--- config.mk ---
export PLATFORM = sky130hd
export DESIGN_NAME = id_ex_stage_flat
export DESIGN_NICKNAME = d
export VERILOG_FILES = /design/src/rtl/id_ex_stage_if.sv /design/src/rtl/id_ex_stage.sv /design/src/flat_wrapper.sv
export SDC_FILE = /design/constraint.sdc
export NUM_CORES = 1
export LEC_CHECK = 0
export ABC_CLOCK_PERIOD_IN_PS = 3150
export CAP_MARGIN = 20
export CORE_MARGIN = 4
export CORE_UTILIZATION = 30
export CTS_BUF_LIST = sky130_fd_sc_hd__clkbuf_8
export CTS_CLUSTER_SIZE = 8
export DETAILED_ROUTE_END_ITERATION = 16
export GPL_TIMING_DRIVEN = 1
export PLACE_DENSITY_LB_ADDON = 0.12
export REMOVE_ABC_BUFFERS = 1
export SLEW_MARGIN = 10
export SYNTH_ARGS = -nofsm -noshare
export SYNTH_HDL_FRONTEND = slang
export SYNTH_SLANG_ARGS = --single-unit
export TNS_END_PERCENT = 1
--- constraint.sdc ---
create_clock -name clk -period 3.15 [get_ports clk]
set_input_delay 0.63 -clock clk [delete_from_list [all_inputs] [get_ports clk]]
set_output_delay 0.63 -clock clk [all_outputs]
set_load 0.1 [all_outputs]
--- src/rtl/id_ex_stage_if.sv ---
// ID/EX stage bundle: decoded ID fields and forward sources in, registered EX fields and operands out.
// master = pipeline side driving ID/forward sources; slave = the id_ex_stage register.
interface id_ex_stage_if #(
    parameter int DATA_W = 32,
    parameter int REG_W  = 5,
    parameter int CNT_W  = 16
);
    logic              flush;
    logic              id_valid;
    logic [REG_W-1:0]  id_rs;
    logic [REG_W-1:0]  id_rt;
    logic              id_uses_rt;
    logic [DATA_W-1:0] id_rs_data;
    logic [DATA_W-1:0] id_rt_data;
    logic [DATA_W-1:0] id_imm;
    logic [REG_W-1:0]  id_dest;
    logic              id_regwrite;
    logic              id_memread;
    logic              id_memwrite;
    logic              id_alusrc;
    logic [3:0]        id_alu_ctrl;

    logic              exmem_regwrite;
    logic [REG_W-1:0]  exmem_dest;
    logic [DATA_W-1:0] exmem_result;
    logic              memwb_regwrite;
    logic [REG_W-1:0]  memwb_dest;
    logic [DATA_W-1:0] memwb_result;

    logic              stall;
    logic              ex_valid;
    logic              ex_regwrite;
    logic              ex_memread;
    logic              ex_memwrite;
    logic              ex_alusrc;
    logic [3:0]        ex_alu_ctrl;
    logic [REG_W-1:0]  ex_dest;
    logic [REG_W-1:0]  ex_rs;
    logic [REG_W-1:0]  ex_rt;
    logic [DATA_W-1:0] ex_imm;
    logic [DATA_W-1:0] ex_opa;
    logic [DATA_W-1:0] ex_rt_val;
    logic [DATA_W-1:0] ex_opb;
    logic [1:0]        fwd_a;
    logic [1:0]        fwd_b;
    logic [CNT_W-1:0]  bubble_cnt;

    modport master (
        output flush, id_valid, id_rs, id_rt, id_uses_rt, id_rs_data, id_rt_data, id_imm,
               id_dest, id_regwrite, id_memread, id_memwrite, id_alusrc, id_alu_ctrl,
               exmem_regwrite, exmem_dest, exmem_result, memwb_regwrite, memwb_dest, memwb_result,
        input  stall, ex_valid, ex_regwrite, ex_memread, ex_memwrite, ex_alusrc, ex_alu_ctrl,
               ex_dest, ex_rs, ex_rt, ex_imm, ex_opa, ex_rt_val, ex_opb, fwd_a, fwd_b, bubble_cnt
    );

    modport slave (
        input  flush, id_valid, id_rs, id_rt, id_uses_rt, id_rs_data, id_rt_data, id_imm,
               id_dest, id_regwrite, id_memread, id_memwrite, id_alusrc, id_alu_ctrl,
               exmem_regwrite, exmem_dest, exmem_result, memwb_regwrite, memwb_dest, memwb_result,
        output stall, ex_valid, ex_regwrite, ex_memread, ex_memwrite, ex_alusrc, ex_alu_ctrl,
               ex_dest, ex_rs, ex_rt, ex_imm, ex_opa, ex_rt_val, ex_opb, fwd_a, fwd_b, bubble_cnt
    );
endinterface

--- src/rtl/id_ex_stage.sv ---
// ID/EX pipeline register with EX/MEM + MEM/WB operand forwarding and load-use bubble insertion.
// Latency: ID fields appear on ex_* one cycle after capture; stall and forwarded operands are combinational.
module id_ex_stage #(
    parameter int DATA_W = 32,
    parameter int REG_W  = 5,
    parameter int CNT_W  = 16
) (
    input  logic          clk,
    input  logic          reset,
    id_ex_stage_if.slave  bus
);

    typedef struct packed {
        logic              valid;
        logic              regwrite;
        logic              memread;
        logic              memwrite;
        logic              alusrc;
        logic [3:0]        alu_ctrl;
        logic [REG_W-1:0]  dest;
        logic [REG_W-1:0]  rs;
        logic [REG_W-1:0]  rt;
        logic [DATA_W-1:0] imm;
        logic [DATA_W-1:0] rs_data;
        logic [DATA_W-1:0] rt_data;
    } ex_reg_t;

    ex_reg_t           ex_q, ex_d;
    logic [CNT_W-1:0]  cnt_q, cnt_d;
    logic              stall;
    logic [1:0]        fwd_a, fwd_b;
    logic [DATA_W-1:0] opa, rt_val;

    // r0 is hardwired: a write to it never matches a consumer.
    function automatic logic hit(input logic rw, input logic [REG_W-1:0] dst,
                                 input logic [REG_W-1:0] src);
        return rw && (dst != '0) && (dst == src);
    endfunction

    function automatic logic [1:0] fwd_sel(input logic [REG_W-1:0] src);
        if (hit(bus.exmem_regwrite, bus.exmem_dest, src))
            return 2'd2;
        else if (hit(bus.memwb_regwrite, bus.memwb_dest, src))
            return 2'd1;
        return 2'd0;
    endfunction

    // Depends only on ID inputs and registered EX fields, so no loop through stall.
    assign stall = bus.id_valid & ex_q.valid & ex_q.memread & (ex_q.dest != '0)
                 & ((ex_q.dest == bus.id_rs) | (bus.id_uses_rt & (ex_q.dest == bus.id_rt)))
                 & ~bus.flush;

    always_comb begin
        ex_d  = '0;
        cnt_d = cnt_q;
        if (!bus.flush) begin
            if (stall) begin
                cnt_d = (cnt_q == '1) ? cnt_q : cnt_q + CNT_W'(1);
            end else if (bus.id_valid) begin
                ex_d.valid    = 1'b1;
                ex_d.regwrite = bus.id_regwrite;
                ex_d.memread  = bus.id_memread;
                ex_d.memwrite = bus.id_memwrite;
                ex_d.alusrc   = bus.id_alusrc;
                ex_d.alu_ctrl = bus.id_alu_ctrl;
                ex_d.dest     = bus.id_dest;
                ex_d.rs       = bus.id_rs;
                ex_d.rt       = bus.id_rt;
                ex_d.imm      = bus.id_imm;
                // Register file has no internal bypass: take the value being written back now.
                ex_d.rs_data  = hit(bus.memwb_regwrite, bus.memwb_dest, bus.id_rs)
                              ? bus.memwb_result : bus.id_rs_data;
                ex_d.rt_data  = hit(bus.memwb_regwrite, bus.memwb_dest, bus.id_rt)
                              ? bus.memwb_result : bus.id_rt_data;
            end
        end
    end

    always_ff @(posedge clk) begin
        if (reset) begin
            ex_q  <= '0;
            cnt_q <= '0;
        end else begin
            ex_q  <= ex_d;
            cnt_q <= cnt_d;
        end
    end

    always_comb begin
        fwd_a = fwd_sel(ex_q.rs);
        fwd_b = fwd_sel(ex_q.rt);
        case (fwd_a)
            2'd2:    opa = bus.exmem_result;
            2'd1:    opa = bus.memwb_result;
            default: opa = ex_q.rs_data;
        endcase
        case (fwd_b)
            2'd2:    rt_val = bus.exmem_result;
            2'd1:    rt_val = bus.memwb_result;
            default: rt_val = ex_q.rt_data;
        endcase
    end

    assign bus.stall       = stall;
    assign bus.ex_valid    = ex_q.valid;
    assign bus.ex_regwrite = ex_q.regwrite;
    assign bus.ex_memread  = ex_q.memread;
    assign bus.ex_memwrite = ex_q.memwrite;
    assign bus.ex_alusrc   = ex_q.alusrc;
    assign bus.ex_alu_ctrl = ex_q.alu_ctrl;
    assign bus.ex_dest     = ex_q.dest;
    assign bus.ex_rs       = ex_q.rs;
    assign bus.ex_rt       = ex_q.rt;
    assign bus.ex_imm      = ex_q.imm;
    assign bus.ex_opa      = opa;
    assign bus.ex_rt_val   = rt_val;
    assign bus.ex_opb      = ex_q.alusrc ? ex_q.imm : rt_val;
    assign bus.fwd_a       = fwd_a;
    assign bus.fwd_b       = fwd_b;
    assign bus.bubble_cnt  = cnt_q;

endmodule

--- src/flat_wrapper.sv ---
// flat-port wrapper written by rule: the top's interface ports become plain ports
module id_ex_stage_flat 
#(
    parameter int DATA_W = 32,
    parameter int REG_W  = 5,
    parameter int CNT_W  = 16
)
  (clk, reset, bus_flush, bus_id_valid, bus_id_rs, bus_id_rt, bus_id_uses_rt, bus_id_rs_data, bus_id_rt_data, bus_id_imm, bus_id_dest, bus_id_regwrite, bus_id_memread, bus_id_memwrite, bus_id_alusrc, bus_id_alu_ctrl, bus_exmem_regwrite, bus_exmem_dest, bus_exmem_result, bus_memwb_regwrite, bus_memwb_dest, bus_memwb_result, bus_stall, bus_ex_valid, bus_ex_regwrite, bus_ex_memread, bus_ex_memwrite, bus_ex_alusrc, bus_ex_alu_ctrl, bus_ex_dest, bus_ex_rs, bus_ex_rt, bus_ex_imm, bus_ex_opa, bus_ex_rt_val, bus_ex_opb, bus_fwd_a, bus_fwd_b, bus_bubble_cnt);
  id_ex_stage_if #(.DATA_W(DATA_W), .REG_W(REG_W), .CNT_W(CNT_W)) bus_i ();
  input  logic clk;
  input  logic reset;
  input wire logic [$bits(bus_i.flush)-1:0] bus_flush;
  input wire logic [$bits(bus_i.id_valid)-1:0] bus_id_valid;
  input wire logic [$bits(bus_i.id_rs)-1:0] bus_id_rs;
  input wire logic [$bits(bus_i.id_rt)-1:0] bus_id_rt;
  input wire logic [$bits(bus_i.id_uses_rt)-1:0] bus_id_uses_rt;
  input wire logic [$bits(bus_i.id_rs_data)-1:0] bus_id_rs_data;
  input wire logic [$bits(bus_i.id_rt_data)-1:0] bus_id_rt_data;
  input wire logic [$bits(bus_i.id_imm)-1:0] bus_id_imm;
  input wire logic [$bits(bus_i.id_dest)-1:0] bus_id_dest;
  input wire logic [$bits(bus_i.id_regwrite)-1:0] bus_id_regwrite;
  input wire logic [$bits(bus_i.id_memread)-1:0] bus_id_memread;
  input wire logic [$bits(bus_i.id_memwrite)-1:0] bus_id_memwrite;
  input wire logic [$bits(bus_i.id_alusrc)-1:0] bus_id_alusrc;
  input wire logic [$bits(bus_i.id_alu_ctrl)-1:0] bus_id_alu_ctrl;
  input wire logic [$bits(bus_i.exmem_regwrite)-1:0] bus_exmem_regwrite;
  input wire logic [$bits(bus_i.exmem_dest)-1:0] bus_exmem_dest;
  input wire logic [$bits(bus_i.exmem_result)-1:0] bus_exmem_result;
  input wire logic [$bits(bus_i.memwb_regwrite)-1:0] bus_memwb_regwrite;
  input wire logic [$bits(bus_i.memwb_dest)-1:0] bus_memwb_dest;
  input wire logic [$bits(bus_i.memwb_result)-1:0] bus_memwb_result;
  output wire logic [$bits(bus_i.stall)-1:0] bus_stall;
  output wire logic [$bits(bus_i.ex_valid)-1:0] bus_ex_valid;
  output wire logic [$bits(bus_i.ex_regwrite)-1:0] bus_ex_regwrite;
  output wire logic [$bits(bus_i.ex_memread)-1:0] bus_ex_memread;
  output wire logic [$bits(bus_i.ex_memwrite)-1:0] bus_ex_memwrite;
  output wire logic [$bits(bus_i.ex_alusrc)-1:0] bus_ex_alusrc;
  output wire logic [$bits(bus_i.ex_alu_ctrl)-1:0] bus_ex_alu_ctrl;
  output wire logic [$bits(bus_i.ex_dest)-1:0] bus_ex_dest;
  output wire logic [$bits(bus_i.ex_rs)-1:0] bus_ex_rs;
  output wire logic [$bits(bus_i.ex_rt)-1:0] bus_ex_rt;
  output wire logic [$bits(bus_i.ex_imm)-1:0] bus_ex_imm;
  output wire logic [$bits(bus_i.ex_opa)-1:0] bus_ex_opa;
  output wire logic [$bits(bus_i.ex_rt_val)-1:0] bus_ex_rt_val;
  output wire logic [$bits(bus_i.ex_opb)-1:0] bus_ex_opb;
  output wire logic [$bits(bus_i.fwd_a)-1:0] bus_fwd_a;
  output wire logic [$bits(bus_i.fwd_b)-1:0] bus_fwd_b;
  output wire logic [$bits(bus_i.bubble_cnt)-1:0] bus_bubble_cnt;
  assign bus_i.flush = bus_flush;
  assign bus_i.id_valid = bus_id_valid;
  assign bus_i.id_rs = bus_id_rs;
  assign bus_i.id_rt = bus_id_rt;
  assign bus_i.id_uses_rt = bus_id_uses_rt;
  assign bus_i.id_rs_data = bus_id_rs_data;
  assign bus_i.id_rt_data = bus_id_rt_data;
  assign bus_i.id_imm = bus_id_imm;
  assign bus_i.id_dest = bus_id_dest;
  assign bus_i.id_regwrite = bus_id_regwrite;
  assign bus_i.id_memread = bus_id_memread;
  assign bus_i.id_memwrite = bus_id_memwrite;
  assign bus_i.id_alusrc = bus_id_alusrc;
  assign bus_i.id_alu_ctrl = bus_id_alu_ctrl;
  assign bus_i.exmem_regwrite = bus_exmem_regwrite;
  assign bus_i.exmem_dest = bus_exmem_dest;
  assign bus_i.exmem_result = bus_exmem_result;
  assign bus_i.memwb_regwrite = bus_memwb_regwrite;
  assign bus_i.memwb_dest = bus_memwb_dest;
  assign bus_i.memwb_result = bus_memwb_result;
  assign bus_stall = bus_i.stall;
  assign bus_ex_valid = bus_i.ex_valid;
  assign bus_ex_regwrite = bus_i.ex_regwrite;
  assign bus_ex_memread = bus_i.ex_memread;
  assign bus_ex_memwrite = bus_i.ex_memwrite;
  assign bus_ex_alusrc = bus_i.ex_alusrc;
  assign bus_ex_alu_ctrl = bus_i.ex_alu_ctrl;
  assign bus_ex_dest = bus_i.ex_dest;
  assign bus_ex_rs = bus_i.ex_rs;
  assign bus_ex_rt = bus_i.ex_rt;
  assign bus_ex_imm = bus_i.ex_imm;
  assign bus_ex_opa = bus_i.ex_opa;
  assign bus_ex_rt_val = bus_i.ex_rt_val;
  assign bus_ex_opb = bus_i.ex_opb;
  assign bus_fwd_a = bus_i.fwd_a;
  assign bus_fwd_b = bus_i.fwd_b;
  assign bus_bubble_cnt = bus_i.bubble_cnt;
  id_ex_stage #(.DATA_W(DATA_W), .REG_W(REG_W), .CNT_W(CNT_W)) u_core (.clk(clk), .reset(reset), .bus(bus_i));
endmodule
==> Word-level counts from Yosys, hierarchy flattened <==
Index checks and enable logic that the tools add are counted.
{ "word_totals": {"register_bits": 136, "input_bits": 200, "output_inout_bits": 173} }
{ "classes": {"add_sub_neg": 1, "n_eq_ne": 13, "muxes": 16, "bitwise_logic": 10, "reduce_logical": 14} }
{ "ops": {"columns": ["op", "n"], "rows": [
  ["case mux 32 bit (2 select lines)", 2],
  ["two-way mux 120 bit", 1],
  ["two-way mux 32 bit", 3],
  ["equality test 5 bit", 8],
  ["adder 16 x 1 -> 16 bit (second input constant)", 1],
  ["equality test 16 bit (second input constant)", 1],
  ["nonzero test 5 bit", 3],
  ["two-way mux 2 bit", 6],
  ["logical AND 1 bit", 8],
  ["AND 1 bit", 6],
  ["equality test 2 x 1 -> 1 bit (second input constant)", 2],
  ["equality test 2 bit (second input constant)", 2],
  ["two-way mux 1 bit", 4],
  ["OR reduction 4 bit", 1],
  ["inverter 1 bit", 3],
  ["AND reduction 3 bit", 1],
  ["OR reduction 3 bit", 1],
  ["OR 1 bit", 1]
]} }

==> Logic depth before layout (Yosys ltp) <==
Gate-level depths: netlist of run 1.
{ "logic_depth": {"depth_word": 9, "ltp_mapped": 9} }

==> Least setup slack after synthesis of run 1 <==
No wires, ideal clock.
{ "synth_timing": {"path_kind": "input to output", "start": "input bus_exmem_dest[0]", "end": "output bus_fwd_a[0]", "arrival_ns": 4.516, "required_time_ns": 2.520, "setup_slack_ns": -1.996, "stages": 5, "path_cell_list": "or4_1 -> o21ai_0 -> nor4_1 -> clkbuf_1 -> nor4_1"} }
{ "synth_via": {"elab_chain_len": 5, "elab_cells_between_ends": 7, "cone_classes": "1 x eq/ne; 3 x mux; 3 x reduce/logical"} }
{ "synth_lines": {"columns": ["item", "line_no", "rtl"], "rows": [
  ["start, declared", "flat_wrapper.sv:27", "input wire logic [$bits(bus_i.exmem_dest)-1:0] bus_exmem_dest;"],
  ["nonzero test 5 bit", "id_ex_stage.sv:37", "return rw && (dst != '0) && (dst == src);"],
  ["logical AND 1 bit", "id_ex_stage.sv:37", null],
  ["logical AND 1 bit *", "id_ex_stage.sv:37", null],
  ["two-way mux 2 bit / two-way mux 1 bit (equally long branches)", "id_ex_stage.sv:41", "if (hit(bus.exmem_regwrite, bus.exmem_dest, src))"],
  ["two-way mux 2 bit *", "id_ex_stage.sv:45", "return 2'd0;"],
  ["end, declared", "flat_wrapper.sv:46", "output wire logic [$bits(bus_i.fwd_a)-1:0] bus_fwd_a;"]
]} }
Mark *: on every way between the ends. The rest lies on a longest branch, timed or not.

==> Final worst setup path of run 1 <==
{ "layout_timing": {"start": "input bus_exmem_dest[4]", "end": "output bus_ex_opb[9]"} }
{ "layout_via": {"elab_chain_len": 8, "elab_cells_between_ends": 11, "cone_classes": "3 x eq/ne; 5 x mux; 3 x reduce/logical"} }
{ "layout_lines": {"columns": ["item", "line_no", "rtl"], "rows": [
  ["nonzero test 5 bit", "id_ex_stage.sv:37", null],
  ["logical AND 1 bit", "id_ex_stage.sv:37", null],
  ["logical AND 1 bit *", "id_ex_stage.sv:37", null],
  ["two-way mux 2 bit / two-way mux 1 bit (equally long branches)", "id_ex_stage.sv:41", null],
  ["two-way mux 2 bit *", "id_ex_stage.sv:45", null],
  ["equality test 2 x 1 -> 1 bit / equality test 2 bit (equally long branches)", "id_ex_stage.sv:97", "case (fwd_b)"],
  ["case mux 32 bit (2 select lines) *", "id_ex_stage.sv:97", null],
  ["two-way mux 32 bit *", "id_ex_stage.sv:117", "assign bus.ex_opb = ex_q.alusrc ? ex_q.imm : rt_val;"],
  ["end, declared", "flat_wrapper.sv:45", "output wire logic [$bits(bus_i.ex_opb)-1:0] bus_ex_opb;"]
]} }
Marked as above.

==> run_results.csv, run 1 <==
group,metric,value,unit
floorplan,die_w,162,um
placement,dpl.cell_count,1534,
grt,grt.overflow.total,0,
grt,grt_use_total,21.4,%
placement,port_buffers,372,
floorplan,placeableCoreArea,23500,um^2
timing,finalClockSkew,0.0205,ns
cts,cts.sinks,136,
setup_path,crit_type,"input pin to primary output",
setup_path,crit_path_cell_trace,"buf_2 > xnor2_2 > nand3_1 > or4_4 > buf_12 > buf_8 > nor2_2 > a31oi_2 > mux2_4 > buf_12",
floorplan,die_h,162,um
routing,post_drt_wl_per_cell,18.8,um
cts,tritoncts.num_buffers,17,
grt,grt_pass1_wl,43.4,mm
floorplan,row_count,56,
min_path,worstHoldPathType,"flip-flop to flip-flop",
grt,first_global_vias,7290,
final_layout,stdcell_area,13700,um^2
power,ir_drop,0.000204,V
yosys,synth_top_area_share,38.1,%
placement,place_congestion,0.806,
grt,antenna_found_initial,5,
timing,min_period,3.31,ns
setup_path,worstPathMaxFanout,8,
yosys,yosys_warnings,0,
timing,worst_slack,-0.160,ns
placement,dpl_cell_area,12500,um^2
timing,setup_tns,-5.13,ns
setup_path,crit_path_start_kind,"input pin",
yosys,synth.area.top_cells,"dfxtp_1, mux2i_1, buf_4",
yosys,synthArstFlopShare,0,%
cts,htree_num_levels,4,
cts,clock_path_buffers,2,
setup_path,cp.required,2.52,ns
floorplan,dieArea,26400,um^2
yosys,ys_types,38,
yosys,synth.cell_area,7150,um^2
timing,finalSetupViolations,66,
job,maxCapViolCount,0,
cts,clk_latency,0.45,ns
routing,drc,0,
timing,rsz0062_at_grt,"yes",
yosys,synth_seq_cells,136,
timing,tightest_slew,0.892,ns
setup_path,cp-end-kind,"primary output",
floorplan,start_util,30.5,%
timing,hold_ws,0.529,ns
yosys,yosysMostFrequentCell,"dfxtp_1",
power,leakage,5.34,nW
outcome,status,"complete, but fails checks",
yosys,seq_area_frac_synth,38.1,%
routing,drt-initial-drc-count,301,
routing,vias,7283,
cts,clockRootBuffer,"clkbuf_8",
cts,clk_pin_slew,0.09,ns
routing,routed_wl,29.6,mm
timing,maxSlewViolCount,0,
final_layout,utilization,58.6,%
placement,hpwl,21.5,mm
routing,firstDrtPassIters,4,
timing,post-route-period-util,105,%
setup_path,arrival,2.68,ns
yosys,synth_top_area_cell,"dfxtp_1",
routing,route.antenna.remaining_nets,0,
power,power-per-cell-area,343,nW/um^2
setup_path,crit_path_frequent_cell,"buf_12",
yosys,synth_ff_type,"dfxtp_1",
final_layout,drive_gt1_share,36.2,%
yosys,syn_avg_cell_area,8.55,um^2
yosys,syn-instance-count,836,
setup_path,slowest_stage,"or4_4",
final_layout,nNetsFinal,1446,
yosys,synth_edf_count,0,
cts,cts_tree,"built",
floorplan,pin_count,373,
timing,relSlewSlack,40.4,%
timing,clock.fmax,302,MHz
cts,ctsHoldBuffers,0,
final_layout,post_layout_nonfiller_instances,1580,
yosys,netlist_top_cells_count,"dfxtp_1, nor2_1, nand2_1",
outcome,violations,"setup timing",
final_layout,syn_to_final_growth,92.3,%
timing,timing.final.hold_violations,0,
grt,grt_max_degree,65,
setup_path,max_stage_delay,0.66,ns
routing,viasPerCell,4.61,
## worst paths after layout
kind | end | cells after the start | start | slack [ns]
max | bus_ex_opb[9] | 10 | bus_exmem_dest[4] | -0.16
min | u_core.bus.bubble_cnt[11] | 2 | u_core.bus.bubble_cnt[11] | 0.53
max reg2reg | u_core.bus.bubble_cnt[15] | 7 | u_core.bus.bubble_cnt[0] | 0.79
min reg2reg | u_core.bus.bubble_cnt[11] | 2 | u_core.bus.bubble_cnt[11] | 0.53
## cells in the final DEF (no fill, tap or decap), types with 3 or more instances in the layout
master	Yosys	layout
buf_12	0	115
nand2_1	106	105
xor2_1	16	16
and2_1	55	55
clkbuf_8	0	17
mux2_2	33	5
diode_2	0	3
dfxtp_2	0	7
or4_4	0	3
or4_1	8	5
buf_4	54	154
xnor2_1	25	22
o31ai_1	3	3
a31oi_4	0	10
o21ai_1	0	28
clkinv_2	0	3
buf_2	16	4
buf_8	0	5
xnor2_2	0	3
inv_6	0	3
nor2_4	0	15
nand3_1	9	8
nand4_1	10	10
a21oi_1	12	12
buf_6	5	25
nor3_4	0	3
clkinv_4	0	4
or3_1	7	7
clkdlybuf4s50_1	0	187
a31oi_2	0	20
dfxtp_1	136	128
nor2_1	108	80
o21ai_0	41	12
and3_1	4	3
mux2_4	0	28
buf_16	0	4
mux2i_1	97	97
nor2_2	0	13
inv_1	5	6
## flip-flops by register name, summed over array words and instances, names as in the netlist
name / cells
u_core.bus.ex_alu_ctrl: 4
u_core.bus.ex_imm: 32
u_core.ex_q: 64
u_core.bus.ex_dest: 5
u_core.bus.ex_valid: 1
u_core.bus.ex_alusrc: 1
u_core.bus.ex_rt: 5
u_core.bus.ex_regwrite: 1
u_core.bus.ex_rs: 5
u_core.bus.bubble_cnt: 16
u_core.bus.ex_memread: 1
u_core.bus.ex_memwrite: 1
## layer usage
metal / up-vias / routed length, um / global-route usage, %
met5: - / 30 / 0
met4: 4 / 423 / 5.54
met3: 26 / 2030 / 6.33
met2: 243 / 15000 / 37.6
met1: 3395 / 12200 / 25.4
li1: 3615 / - / -
## cell families after synthesis
logic type / synth area share [%]
compound gates: 7.39
flops: 38.1
buf+inv: 9.57
mux: 18.8
xor+xnor: 5.02
simple gates: 21.0
fa+ha+maj: 0.175
## timing repair
action,4_1_cts,5_1_grt
resized for setup,155,86
pin swaps,14,12
endpoints found under the setup margin,100,97
gates cloned,6,0
setup buffers,8,0
## layout make-up
cell class / count / area [um^2]
timing repair buffer: 498 / 5850
sequential: 136 / 2740
antenna: 3 / 7.51
fill: 2038 / 9730
clock buffer: 17 / 234
tap: 319 / 399
inverter: 5 / 18.8
clock inverter: 15 / 129
multi-input combinational: 587 / 4370
## critical path: cells and delay by family
family	cells	cell delay (ns)
and+or+nand+nor	3	0.86
buffers and inverters	4	0.65
muxes	1	0.30
xor gates and xnor gates	1	0.16
AOI/OAI and AO/OA	1	0.07
## through the flow
| stage | worst slack, ns | power, mW |
|---|---|---|
| floorplan | -10.00 | 2.57 |
| global placement | -0.611 | 3.31 |
| detailed placement | -0.643 | 3.31 |
| CTS | -0.210 | 4.75 |
| global route | -0.243 | 4.89 |
| finish | -0.160 | 4.72 |
## where the power goes
part	switching, mW	internal [mW]	total, mW
clock network	0.760	0.625	1.39
logic	0.883	0.670	1.55
registers	0.0218	1.76	1.78
total	1.66	3.06	4.72
No activity file was read; power rests on OpenSTA's default activity.
==> run 2, diff against run 1 <==
- MAX_ROUTING_LAYER: default -> met4
==> run 2 against run 1 <==
Effect of this change:
- the flow still finishes with violations (setup timing)
- sequential cell count unchanged
- utilization up 0.075 points
- highest routed layer is now met4
- combinational power about the same
- largest cell class unchanged
- sequential share of layout area about the same
- final cell count up 0.13%
- clock-buffer cell count unchanged
- non-clock buffer count unchanged
==> run_results.csv, run 2 (synthesis gave the netlist of run 1 again) <==
group,metric,value,unit
setup_path,arrival,2.68,ns
final_layout,nFillCells,2033,
placement,hpwl,21.5,mm
setup_path,crit_family,"buffers and inverters",
setup_path,worstPathMaxFanout,7,
timing,worst_slack,-0.162,ns
power,power-per-cell-area,343,nW/um^2
routing,firstDrtPassIters,4,
placement,dpl_cell_area,12500,um^2
timing,rsz0062_at_grt,"yes",
cts,clk_pin_slew,0.09,ns
setup_path,slowest_stage,"or4_4",
routing,post_drt_wl_per_cell,18.7,um
floorplan,pin_count,373,
power,ir_drop,0.000204,V
floorplan,dieArea,26400,um^2
timing,post-route-period-util,105,%
grt,grt_max_degree,65,
routing,vias,7299,
grt,grt.overflow.total,0,
routing,route.antenna.remaining_nets,0,
timing,clock.fmax,302,MHz
grt,first_global_vias,7295,
floorplan,die_w,162,um
setup_path,r2r_start,"u_core.bus.bubble_cnt[0]",
placement,place_congestion,0.818,
outcome,violations,"setup timing",
timing,finalClockSkew,0.0218,ns
final_layout,top_register,"u_core.ex_q",
timing,tightest_slew,0.892,ns
setup_path,crit_buf_inv,5,
setup_path,crit_path_start_kind,"input pin",
setup_path,max_stage_delay,0.52,ns
timing,timing.final.hold_violations,0,
timing,finalSetupViolations,64,
final_layout,stdcell_area,13800,um^2
final_layout,drive_gt1_share,36.3,%
placement,port_buffers,372,
routing,drc,0,
routing,drt-initial-drc-count,277,
timing,min_period,3.31,ns
setup_path,cp.required,2.52,ns
final_layout,syn_to_final_growth,92.5,%
cts,tritoncts.num_buffers,17,
cts,cts.sinks,136,
job,maxCapViolCount,0,
setup_path,setup.worst_path.start,"bus_memwb_dest[3]",
routing,routed_wl,29.7,mm
routing,viasPerCell,4.61,
timing,relSlewSlack,40.4,%
timing,maxSlewViolCount,0,
final_layout,register_area,2740,um^2
power,leakage,5.34,nW
setup_path,crit_path_cell_trace,"buf_6 > or4_4 > o21a_4 > nand4_1 > nor3_4 > buf_6 > buf_12 > mux2i_1 > o21ai_1 > buf_4 > buf_12",
setup_path,crit_type,"input pin to primary output",
floorplan,die_h,162,um
cts,clockRootBuffer,"clkbuf_8",
final_layout,final_cell_mix,"clkdlybuf4s50_1, buf_4, dfxtp_1",
floorplan,row_count,56,
final_layout,multi_input_area,4370,um^2
floorplan,start_util,30.5,%
final_layout,largest_reg_flops,64,
final_layout,nNetsFinal,1446,
cts,clock_path_buffers,2,
grt,antenna_found_initial,5,
power,power,4.72,mW
cts,htree_num_levels,4,
floorplan,placeableCoreArea,23500,um^2
setup_path,cp-end-kind,"primary output",
cts,cts_tree,"built",
final_layout,final_common_cell,"clkdlybuf4s50_1",
grt,grt_use_total,22.0,%
outcome,status,"complete, but fails checks",
cts,clk_latency,0.45,ns
min_path,worstHoldPathType,"flip-flop to flip-flop",
grt,grt_pass1_wl,43.4,mm
min_path,min-delay-start,"u_core.bus.bubble_cnt[10]",
[run 2: changes by cell type in the layout (fill, tap and decap cells not counted), sizes merged]
cell and change:
diode +2
[run 2: cell type report]
cell class                 instances  area share [%]
tap                              319            2.90
clock inverter                    15           0.936
multi-input combinational        587            31.8
antenna                            5          0.0909
timing repair buffer             498            42.6
clock buffer                      17            1.70
inverter                           5           0.136
sequential                       136            19.9
[run 2: repair_timing]
| action | CTS | global route |
|---|---|---|
| resized for setup | 155 | 93 |
| buffers inserted | 8 | 0 |
| endpoints found under the setup margin | 100 | 97 |
| cloned | 6 | 0 |
| pin swaps | 14 | 15 |
| hold buffers | 0 | 0 |
[run 2: path summary, 6_finish.rpt]
| kind | end | slack, ns | cells after the start |
|---|---|---|---|
| max | bus_ex_opa[24] | -0.16 | 11 |
| min | u_core.bus.bubble_cnt[10] | 0.53 | 2 |
| max reg2reg | u_core.bus.bubble_cnt[15] | 0.79 | 7 |
| min reg2reg | u_core.bus.bubble_cnt[10] | 0.53 | 2 |
[run 2: metrics by stage]
step	cells	hold slack [ns]	setup slack (ns)	TNS, ns	utilization, %
floorplan	728	0.699	-10.00	-522.87	-
global placement	1534	0.493	-0.611	-46.33	53.2
detailed placement	1534	0.517	-0.643	-49.17	53.2
CTS	1579	0.532	-0.210	-7.53	57.3
global route	1582	0.559	-0.244	-10.75	58.6
finish	1582	0.528	-0.162	-5.01	58.6
[run 2: metal layers]
metal	GRT usage [%]	wire length [um]	part of all wire, %	vias up
met5	-	0	0	-
met4	5.42	398	1.3	0
met3	5.90	1780	6.0	23
met2	37.5	14900	50	231
met1	25.9	12500	42	3433
li1	-	-	-	3612
[run 2: where the power goes]
| group | leakage [nW] | internal (mW) | total [mW] | switching, mW |
|---|---|---|---|---|
| logic | 4.04 | 0.671 | 1.55 | 0.883 |
| clock network | 0.189 | 0.625 | 1.38 | 0.757 |
| registers | 1.11 | 1.76 | 1.78 | 0.0218 |
| total | 5.34 | 3.06 | 4.72 | 1.66 |
[run 2: worst register-to-register path: stages (launching register included)]
cell and delay (ns):
dfxtp_1 0.37, ha_1 0.24, nand3_1 0.18, or4_1 0.18
nand2_1 0.05, or4b_1 0.66, or4_1 0.45, a21oi_1 0.14
==> edit 1: new RTL, config.mk and constraints of run 2 <==
`CNT_W` is set to 16 in 3 places; all go to 18.
--- a/src/rtl/id_ex_stage_if.sv
+++ b/src/rtl/id_ex_stage_if.sv
@@ -5,3 +5,3 @@
     parameter int REG_W  = 5,
-    parameter int CNT_W  = 16
+    parameter int CNT_W  = 18
 );
--- a/src/rtl/id_ex_stage.sv
+++ b/src/rtl/id_ex_stage.sv
@@ -5,3 +5,3 @@
     parameter int REG_W  = 5,
-    parameter int CNT_W  = 16
+    parameter int CNT_W  = 18
 ) (
--- a/src/flat_wrapper.sv
+++ b/src/flat_wrapper.sv
@@ -5,3 +5,3 @@
     parameter int REG_W  = 5,
-    parameter int CNT_W  = 16
+    parameter int CNT_W  = 18
 )
Interface: changed (resized bus_bubble_cnt); port bits go from 373 to 375. No check against the original RTL was run, so the function may have changed too.
==> edit 1 against run 2 <==
  * The flow still finishes with violations (setup timing)
  * Sequential share of layout area fell by 1.0 points
  * Design area increased by 6.7%
  * Fmax rose by 0.71%
  * Sequential cell count grew 2
  * Critical path depth unchanged
  * Count of clock-buffer cells in the layout unchanged
  * Worst setup slack better by 23 ps
  * Synthesized area rose by 2.2%
  * Routed wire length up 6.9%
  * Total power grew 5.8%
  * Clock skew up 4.8 ps
  * Highest routed layer unchanged
==> edit 1: results (changes against run 2) <==
\begin{tabular}{lr}
\hline
Metric & Value \\
\hline
\multicolumn{2}{l}{\textbf{Outcome}} \\
\quad Result of the run & finished with violations \\
\quad Violated checks & setup timing \\
\multicolumn{2}{l}{\textbf{Power and ir drop}} \\
\quad Maximum VDD drop & 0.000234 V (+14\%) \\
\quad Pwr/cell area & 340 mW/mm2 (-0.84\%) \\
\quad Total leakage power & 5.61 nW (+5.0\%) \\
\multicolumn{2}{l}{\textbf{Setup path}} \\
\quad Worst EP arrival & 2660 ps (-20 ps) \\
\multicolumn{2}{l}{\textbf{Layout}} \\
\quad Core utilization of the finished layout & 0.620 (+0.0337) \\
\quad Plain + repair buffers & 497 (-0.20\%) \\
\quad Layout clock area frac & 0.0278 (+0.00141) \\
\quad Invs w/o clock & 4 (-1) \\
\quad \# nets final & 1459 (+0.90\%) \\
\quad Multi-input combinational area share & 0.344 (+0.0261) \\
\quad Fraction of layout instances using a drive strength above 1 & 0.416 (+0.0529) \\
\quad Antenna cell count & 4 (-1) \\
\quad Relative area of non-clock buffer cells in the final design & 0.411 (-0.0150) \\
\quad Layout fillers & 2014 (-0.93\%) \\
\quad Final instance count without filler cells & 1594 (+0.76\%) \\
\multicolumn{2}{l}{\textbf{Synth}} \\
\quad Mean cell area of the mapped netlist & 8.62 um2 (+0.84\%) \\
\quad Number of distinct library cells after synthesis & 45 (+18\%) \\
\quad Part of the Yosys area used for sequential elements & 0.378 (-0.00261) \\
\multicolumn{2}{l}{\textbf{Drt}} \\
\quad Average wire per standard cell & 19.9 um (+6.1\%) \\
\quad Vias per std cell & 4.70 (+1.9\%) \\
\quad Detailed router's first-iteration violation count & 258 (-6.9\%) \\
\quad Wire length on met3 & 2610 um (+47\%) \\
\quad Pre-antenna DRT Iters & 6 (+2) \\
\quad Length of routed wiring on met1 & 12500 um (-0.39\%) \\
\multicolumn{2}{l}{\textbf{Timing}} \\
\quad Setup clock skew after layout & 26.7 ps (+4.85 ps) \\
\quad Finish-stage setup viols & 68 (+6.3\%) \\
\quad Final setup margin & -139 ps (+23.5 ps) \\
\quad Setup\_tns & -4010 ps (+1000 ps) \\
\quad Transition at the pin with the smallest max-transition slack & 552 ps (-340 ps) \\
\multicolumn{2}{l}{\textbf{Placement}} \\
\quad Placed instance count & 1533 (-0.065\%) \\
\quad Hpwl dp & 22400 um (+4.0\%) \\
\multicolumn{2}{l}{\textbf{GRT}} \\
\quad Wire length of the first global-routing pass & 44600 um (+2.8\%) \\
\quad Antenna violations before repair & 4 (-1) \\
\quad Via count of the first global-routing pass & 7544 (+3.4\%) \\
\hline
\end{tabular}
[edit 1: cell families after synthesis]
logic type / after synthesis / share of synthesized area
multiplexers: 132 / 0.187
XOR/XNOR: 45 / 0.0540
buffers and inverters: 109 / 0.0937
AND/OR/NAND/NOR: 334 / 0.215
AO/OA/AOI/OAI: 88 / 0.0704
adder cells (fa/ha/maj): 1 / 0.00171
flip-flops: 138 / 0.378
[edit 1: worst paths after layout]
check	cells past startpoint	endpoint	slack, ps
setup / recovery	11	bus_ex_opb[0]	-140
hold / removal	2	u_core.bus.bubble_cnt[10]$_SDFFE_PP0P_	510
setup reg to reg	8	u_core.bus.bubble_cnt[15]$_SDFFE_PP0P_	630
hold reg to reg	2	u_core.bus.bubble_cnt[10]$_SDFFE_PP0P_	510
[edit 1: timing repair]
item	in CTS	in global routing
pin swaps	36	40
gates cloned	4	5
gates resized for setup	223	135
endpoints found under the setup margin	100	96
buffers inserted	10	8
[edit 1: per-layer routing]
layer | GRT usage | vias up
li1 | - | 3646
met1 | 0.252 | 3572
met2 | 0.391 | 259
met3 | 0.0652 | 18
met4 | 0.0579 | 0
met5 | - | -
[edit 1: report_power, final]
part           total [mW]  switching (mW)  internal (mW)
Clock                1.58           0.790          0.786
Combinational        1.61           0.912          0.693
Sequential           1.81          0.0244           1.79
Total                4.99            1.73           3.26
[edit 1: worst max-delay path, stage by stage]
cell and delay (ps):
sky130_fd_sc_hd__buf_6 90, sky130_fd_sc_hd__or4_4 540, sky130_fd_sc_hd__o21a_4 230, sky130_fd_sc_hd__and3_4 170
sky130_fd_sc_hd__buf_12 140, sky130_fd_sc_hd__buf_16 140, sky130_fd_sc_hd__nand2_2 50, sky130_fd_sc_hd__a31oi_1 60
sky130_fd_sc_hd__buf_4 150, sky130_fd_sc_hd__mux2_4 280, sky130_fd_sc_hd__buf_12 170
==> edit 2: new RTL, flow settings as in run 2 <==
Without the edit above. Make the reset (`reset`) asynchronous in one clocked block.
--- a/src/rtl/id_ex_stage.sv
+++ b/src/rtl/id_ex_stage.sv
@@ -78,3 +78,3 @@
 
-    always_ff @(posedge clk) begin
+    always_ff @(posedge clk or posedge reset) begin
         if (reset) begin
Function: differs if reset is asserted again (counterexample within 4 cycles, from zero or initial values and one cycle with reset high); with reset held inactive, the same outputs for 4 cycles.
==> edit 2 against run 2 <==
  * The flow still finishes with violations (setup timing)
  * Clock power increased by 20%
  * Total power increased by 21%
  * Combinational power increased by 43%
  * Worst setup slack got worse by 43 ps
  * Sequential cell count unchanged
  * Via count increased by 9.3%
  * Design area increased by 7.3%
  * Sequential share of layout area increased by 3.2 points
  * Synthesized area increased by 11%
  * Count of clock-buffer cells in the layout increased by 1
  * Non-clock buffer count decreased by 24
  * Clock skew decreased by 4.7 ps
  * Routed wire length increased by 17%
  * Largest cell class unchanged
  * Largest power group is now combinational logic
==> edit 2: results (changes against run 2) <==
\begin{tabular}{lr}
\hline
Metric & Value \\
\hline
\multicolumn{2}{l}{\textbf{Outcome}} \\
\quad Result of the run & finished with violations \\
\quad Violated checks & setup timing \\
\multicolumn{2}{l}{\textbf{Timing}} \\
\quad Final setup margin & -205 ps (-43.1 ps) \\
\quad Finish-stage setup viols & 71 (+11\%) \\
\quad Setup\_tns & -5990 ps (-980 ps) \\
\quad Setup clock skew after layout & 17.1 ps (-4.73 ps) \\
\quad Transition at the pin with the smallest max-transition slack & 905 ps (+13.2 ps) \\
\multicolumn{2}{l}{\textbf{Placement}} \\
\quad Placed instance count & 1537 (+0.20\%) \\
\quad Setup slack after placement & -626 ps (+17.2 ps) \\
\multicolumn{2}{l}{\textbf{Layout}} \\
\quad Multi-input combinational area share & 0.327 (+0.00905) \\
\quad Multi-Input Combinational & 604 (+2.9\%) \\
\quad Layout fillers & 2284 (+12\%) \\
\quad Count of clock buffers in the final design & 18 (+1) \\
\quad Plain + repair buffers & 474 (-4.8\%) \\
\quad Invs w/o clock & 7 (+2) \\
\multicolumn{2}{l}{\textbf{Drt}} \\
\quad Via count & 7978 (+9.3\%) \\
\quad Detailed router's first-iteration violation count & 413 (+49\%) \\
\quad Pre-antenna DRT Iters & 5 (+1) \\
\multicolumn{2}{l}{\textbf{GRT}} \\
\quad Wire length of the first global-routing pass & 50100 um (+15\%) \\
\multicolumn{2}{l}{\textbf{Synth}} \\
\quad Adder and majority cell fraction of the synthesized area & 0.00157 (-0.000177) \\
\multicolumn{2}{l}{\textbf{Setup path}} \\
\quad Crit path launch & bus\_memwb\_dest[1] \\
\quad Register-to-register setup slack & 500 ps (-290 ps) \\
\quad Worst flop-to-flop path startpoint & u\_core.bus.ex\_dest[0]\$\_DFF\_PP0\_ \\
\quad Worst Reg2Reg Path Length in Cells & 6 (-1) \\
\multicolumn{2}{l}{\textbf{Power and ir drop}} \\
\quad Sequential power & 1.84 mW (+3\%) \\
\hline
\end{tabular}
## edit 2: cell count changes after synthesis, moves of 6 or more
cell,delta
sky130_fd_sc_hd__nand2_1,-36
sky130_fd_sc_hd__or3_1,-7
sky130_fd_sc_hd__o21ai_0,-12
sky130_fd_sc_hd__nor2_1,-6
sky130_fd_sc_hd__dfxtp_1,-136
sky130_fd_sc_hd__mux2i_1,-33
sky130_fd_sc_hd__xnor2_1,+14
sky130_fd_sc_hd__buf_2,+17
sky130_fd_sc_hd__nor3_1,+32
sky130_fd_sc_hd__a31oi_1,+32
sky130_fd_sc_hd__clkbuf_1,-10
sky130_fd_sc_hd__nand3_1,+38
sky130_fd_sc_hd__dfrtp_1,+136
sky130_fd_sc_hd__a21oi_1,-11
## edit 2: layer usage
layer,vias up,part of all wire
met5,-,0
met3,38,0.085
met2,330,0.49
met4,0,0.016
li1,3670,-
met1,3940,0.41
